--- src/rtl/seg_pkg.sv ---
// Shared types, scan state encoding and the seven-segment decode table
// used by the display scan controller and its decoder.
package seg_pkg;

    typedef logic [2:0] seg_code_t;
    typedef logic [6:0] seg_pat_t;

    // Index is the digit code; pattern bit order is {g,f,e,d,c,b,a}.
    localparam seg_pat_t SEG_TABLE [8] = '{
        7'h3F, 7'h06, 7'h5B, 7'h4F,
        7'h66, 7'h6D, 7'h7D, 7'h07
    };

    typedef enum logic [1:0] {
        IDLE,
        BLANK,
        SHOW
    } scan_state_t;

endpackage

--- src/rtl/seg_decode.sv ---
// Combinational digit-code to segment-pattern lookup.
module seg_decode
    import seg_pkg::*;
(
    input  seg_code_t code,
    output seg_pat_t  pat
);

    assign pat = SEG_TABLE[code];

endmodule

--- src/rtl/seg_scan_ctrl.sv ---
// Multiplexed seven-segment scan controller with a double-buffered digit
// store; new contents are committed only at frame boundaries.
//
//   state | meaning
//   ------+---------------------------------------------------------
//   IDLE  | scan disabled, display dark, digit index parked at 0
//   BLANK | all digits dark for BLANK cycles before the next digit
//   SHOW  | digit cur lit from the live buffer for DWELL cycles
module seg_scan_ctrl
    import seg_pkg::*;
#(
    parameter int NDIG  = 4,
    parameter int DWELL = 1000,
    parameter int BLANK = 16
) (
    input  logic                    clk,
    input  logic                    rst,
    input  logic                    en,
    input  logic                    wr_vld,
    output logic                    wr_rdy,
    input  logic [$clog2(NDIG)-1:0] wr_idx,
    input  seg_code_t               wr_data,
    input  logic                    upd,
    output logic [NDIG-1:0]         dig_en,
    output seg_pat_t                segout,
    output logic                    frame_tick
);

    localparam int IDXW    = $clog2(NDIG);
    localparam int CNT_MAX = (DWELL > BLANK) ? DWELL : BLANK;
    localparam int CNTW    = $clog2(CNT_MAX + 1);

    scan_state_t     state_q, state_d;
    logic [CNTW-1:0] cnt_q, cnt_d;
    logic [IDXW-1:0] cur_q, cur_d;
    logic            pend_q, pend_d;
    seg_code_t       shadow_q [NDIG];
    seg_code_t       shadow_d [NDIG];
    seg_code_t       live_q   [NDIG];
    seg_code_t       live_d   [NDIG];

    logic            wr_rdy_q, wr_rdy_d;
    logic [NDIG-1:0] dig_en_q, dig_en_d;
    seg_pat_t        segout_q, segout_d;
    logic            frame_tick_q, frame_tick_d;

    seg_pat_t        seg_live;
    logic            wr_take;

    seg_decode u_decode (
        .code (live_q[cur_q]),
        .pat  (seg_live)
    );

    assign wr_take = wr_vld && wr_rdy_q && (int'(wr_idx) < NDIG);

    always_comb begin
        state_d      = state_q;
        cnt_d        = cnt_q;
        cur_d        = cur_q;
        pend_d       = pend_q;
        shadow_d     = shadow_q;
        live_d       = live_q;
        frame_tick_d = 1'b0;

        if (wr_take) begin
            shadow_d[wr_idx] = wr_data;
        end
        if (upd && !pend_q) begin
            pend_d = 1'b1;
        end

        if (!en) begin
            state_d = seg_pkg::IDLE;
            cnt_d   = '0;
            cur_d   = '0;
        end else begin
            unique case (state_q)
                seg_pkg::IDLE: begin
                    state_d = seg_pkg::BLANK;
                    cnt_d   = '0;
                    cur_d   = '0;
                end
                seg_pkg::BLANK: begin
                    if (cnt_q == CNTW'(BLANK - 1)) begin
                        state_d = seg_pkg::SHOW;
                        cnt_d   = '0;
                    end else begin
                        cnt_d = cnt_q + CNTW'(1);
                    end
                end
                seg_pkg::SHOW: begin
                    if (cnt_q == CNTW'(DWELL - 1)) begin
                        state_d = seg_pkg::BLANK;
                        cnt_d   = '0;
                        if (cur_q == IDXW'(NDIG - 1)) begin
                            // Frame boundary: pending writes cannot be accepted
                            // while pend is set, so shadow_q is the final image.
                            cur_d        = '0;
                            frame_tick_d = 1'b1;
                            if (pend_q) begin
                                live_d = shadow_q;
                                pend_d = 1'b0;
                            end
                        end else begin
                            cur_d = cur_q + IDXW'(1);
                        end
                    end else begin
                        cnt_d = cnt_q + CNTW'(1);
                    end
                end
                default: begin
                    state_d = seg_pkg::IDLE;
                    cnt_d   = '0;
                    cur_d   = '0;
                end
            endcase
        end

        // cur only moves on leaving SHOW, so cur_q/live_q already point at the
        // digit that is about to be lit when the next state is SHOW.
        wr_rdy_d = !pend_d;
        if (state_d == seg_pkg::SHOW) begin
            dig_en_d = NDIG'(1) << cur_d;
            segout_d = seg_live;
        end else begin
            dig_en_d = '0;
            segout_d = '0;
        end
    end

    always_ff @(posedge clk or posedge rst) begin
        if (rst) begin
            state_q      <= seg_pkg::IDLE;
            cnt_q        <= '0;
            cur_q        <= '0;
            pend_q       <= 1'b0;
            shadow_q     <= '{default: '0};
            live_q       <= '{default: '0};
            wr_rdy_q     <= 1'b1;
            dig_en_q     <= '0;
            segout_q     <= '0;
            frame_tick_q <= 1'b0;
        end else begin
            state_q      <= state_d;
            cnt_q        <= cnt_d;
            cur_q        <= cur_d;
            pend_q       <= pend_d;
            shadow_q     <= shadow_d;
            live_q       <= live_d;
            wr_rdy_q     <= wr_rdy_d;
            dig_en_q     <= dig_en_d;
            segout_q     <= segout_d;
            frame_tick_q <= frame_tick_d;
        end
    end

    assign wr_rdy     = wr_rdy_q;
    assign dig_en     = dig_en_q;
    assign segout     = segout_q;
    assign frame_tick = frame_tick_q;

endmodule

--- config.mk ---
export PLATFORM = sky130hd
export DESIGN_NAME = seg_scan_ctrl
export DESIGN_NICKNAME = d
export VERILOG_FILES = /design/src/rtl/seg_pkg.sv /design/src/rtl/seg_decode.sv /design/src/rtl/seg_scan_ctrl.sv
export SDC_FILE = /design/constraint.sdc
export NUM_CORES = 1
export LEC_CHECK = 0
export CORE_ASPECT_RATIO = 0.7
export CORE_MARGIN = 2
export CORE_UTILIZATION = 45
export CTS_BUF_LIST = sky130_fd_sc_hd__clkbuf_8
export CTS_CLUSTER_DIAMETER = 30
export DETAILED_ROUTE_END_ITERATION = 7
export PLACE_DENSITY = 0.75
export SYNTH_ARGS = -nofsm -noshare
export SYNTH_HDL_FRONTEND = slang
export SYNTH_HIERARCHICAL = 1
export SYNTH_SLANG_ARGS = --single-unit
--- constraint.sdc ---
create_clock -name clk -period 2.8 [get_ports clk]
set_clock_uncertainty 0.15 [all_clocks]
set_input_delay 0.56 -clock clk [delete_from_list [all_inputs] [get_ports clk]]
set_output_delay 0.56 -clock clk [all_outputs]
set_load 0.01 [all_outputs]
==> metrics.txt <==
crit path launch type=flip-flop; Initial Util=0.476; critical path data required time=2850 ps; total grt overflow=0; most frequent cells in the layout=dfrtp_1, mux2_2, clkdlybuf4s50_1; net switching power=325 uW; Post-CTS Hold Buffers=0; achievable frequency=0.405 GHz; setup TNS=0 ps; asr flop ratio synth=1.00; Worst Tran Pin Value=518 ps; Routed WL per cell=14.3 um; crit end category=flip-flop; largest net degree at the start of global routing=28; sequential share of power=0.590; Area growth syn-to-layout=15.4%; Lkg Pwr=0.00133 uW; vias=1,596; Yosys reg bits=52; Die Span X=93.8 um; first-pass GRT wire length=7.57 mm; WL final=4.38 mm; gp weighted congestion=0.856; share of cells above drive strength 1=0.239; CTS H-tree lvls=2; top_reg_cell synth=dfrtp_1; Clk pwr share=0.345; max-cap viol count=0; VDD IR-drop max=0.247 mV; drt drc=0; router iterations before antenna repair=4; Placement Setup Slack=383 ps; commonest non-fill, non-tap cell in the layout=dfrtp_1; CTS tree=yes; CP Class=reg -> reg; Antenna Cells=0; Core ar.=5340 um2; full die area=about 6300 um2; Post-CTS Resized=0; post-route ant nets=0; CTS sink count=52; Yosys top cell area share=0.502; RSZ-0062 raised after global routing=false; via/cell ratio=between 5 and 6; Mapped Cells=208; Avg Cell Area, Syn=12.2 um2; switching share of power=0.250; YS warnings=6; TritonCTS Buffers=5; I/O pins=23; Pint=975 uW; Slew HR=0.651; ordered list of cells on the worst path=or4_4 > o41a_1 > a2111o_1 > buf_4 > nor4_1; Worst Path Arrival=2510 ps; number of synthesized flops with an enable pin=0; combinational share of power=0.065; post-CTS setup buffers=0; Worst Hold Class=reg -> reg; DP HPWL=3.32 mm; final setup fails=0; Post-Syn Nets=230; fin crit period=between 2000 and 2500 ps; die height=roughly 67 um; PD cells=443 nW/um2; initial antenna violation count=0; slowest stage delay, CP=550 ps; max-slew violations=0; CTS root buffer=clkbuf_8; Yosys cell types=44; status=complete, no violations; Seq/Total Area, Yosys=0.513; vias in the first global route=roughly 1,500; Skew-Pair Late Insertion Delay=310 ps; Setup WS post-layout=332 ps; Total GRT Usage=0.159; largest area contributor in the netlist=dfrtp_1; ranking of synthesized cells by area=dfrtp_1, mux2_2, ha_1; Tcrit/Tclk final=0.881; CTS clk-pin slew, worst paths=around 100 ps; Crit-path slowest cell=or4_4; IO Port Bufs=22; CTS Buffer Depth=2; Syn Std Cell Area=about 2500 um2; detailed router's first-iteration violation count=67; Layout Nets=255; Fin. Hold Viols=0; Worst Path Max Fanout=10; row count=22
## cells by family after synthesis
group / Yosys count / share of synthesized area
simple gates: 63 / 0.160
flops: 52 / 0.513
mux: 29 / 0.141
buf+inv: 23 / 0.0404
compound gates: 21 / 0.0596
fa+ha+maj: 12 / 0.0591
xor+xnor: 8 / 0.0276
## flip-flops by register name, summed over array words and instances, names as in the netlist
register	count
shadow_q	12
state_q	2
wr_rdy	1
frame_tick	1
dig_en	4
segout	7
cnt_q	10
live_q	12
cur_q	2
pend_q	1
## power by group through the flow
| stage | registers (uW) | clock network, uW | logic [uW] |
|---|---|---|---|
| floorplan | 778 | 0 | 52.1 |
| global placement | 781 | 0 | 83.9 |
| detailed placement | 782 | 0 | 85.9 |
| CTS | 767 | 462 | 85.7 |
| global route | 768 | 500 | 94.2 |
| finish | 767 | 448 | 85.0 |
## Yosys cell counts, drive strengths merged, types with 2 or more instances
master  count
nor3b       9
mux2       24
o31ai       2
xor2        3
inv        14
mux2i       2
dfrtp      51
clkbuf      6
buf         3
nor3        5
nand3       4
mux4        3
a21oi       3
nand2       7
and3        3
o21ai       6
nand4       3
nor4        4
a21o        2
ha         12
nand2b      2
nand4b      3
nor2       15
and2        2
or4         2
xnor2       5
## final cells by class
class	instances	area (um2)
flip-flops and latches	52	1300
clock buffers	5	68.8
fillers	445	2410
multi-input cells	133	1140
inverters	14	52.6
clock inverters	3	25.0
repair buffers	27	258
well taps	72	90.1
## worst paths after layout
path	cells after the start	from	slack, ps	end
max reg2reg	5	cnt_q[6]	330	dig_en[3]
min reg2reg	1	cnt_q[0]	320	cnt_q[0]
min in group asynchronous	2	rst	440	shadow_q[2]
max in group asynchronous	3	rst	1470	state_q[1]
max	5	cnt_q[6]	330	dig_en[3]
min	1	cnt_q[0]	320	cnt_q[0]
## critical path: cells and delay by family (launching register included)
family | cells | cell delay (ps)
AO/OA/AOI/OAI | 2 | 810
AND/OR/NAND/NOR | 2 | 770
flip-flops | 1 | 430
buffers and inverters | 1 | 200
## metal layers
| metal | global-route usage | share of wire |
|---|---|---|
| met1 | 0.252 | 0.56 |
| met2 | 0.215 | 0.38 |
| met3 | 0.0339 | 0.051 |
| met4 | 0.0489 | 0.0075 |
| met5 | 0 | 0 |
## per-stage QoR
step                       util  area (um2)  power (uW)  hold slack, ps  std cells
after floorplan               -        2540         831             265        208
after global placement    0.532        2840         865             298        298
after detailed placement  0.532        2840         868             305        298
after global routing      0.549        2930        1360             367        306
final                     0.549        2930        1300             318        306
after CTS                 0.549        2930        1310             319        306
Note: power is estimated with default switching activity, not from simulation.
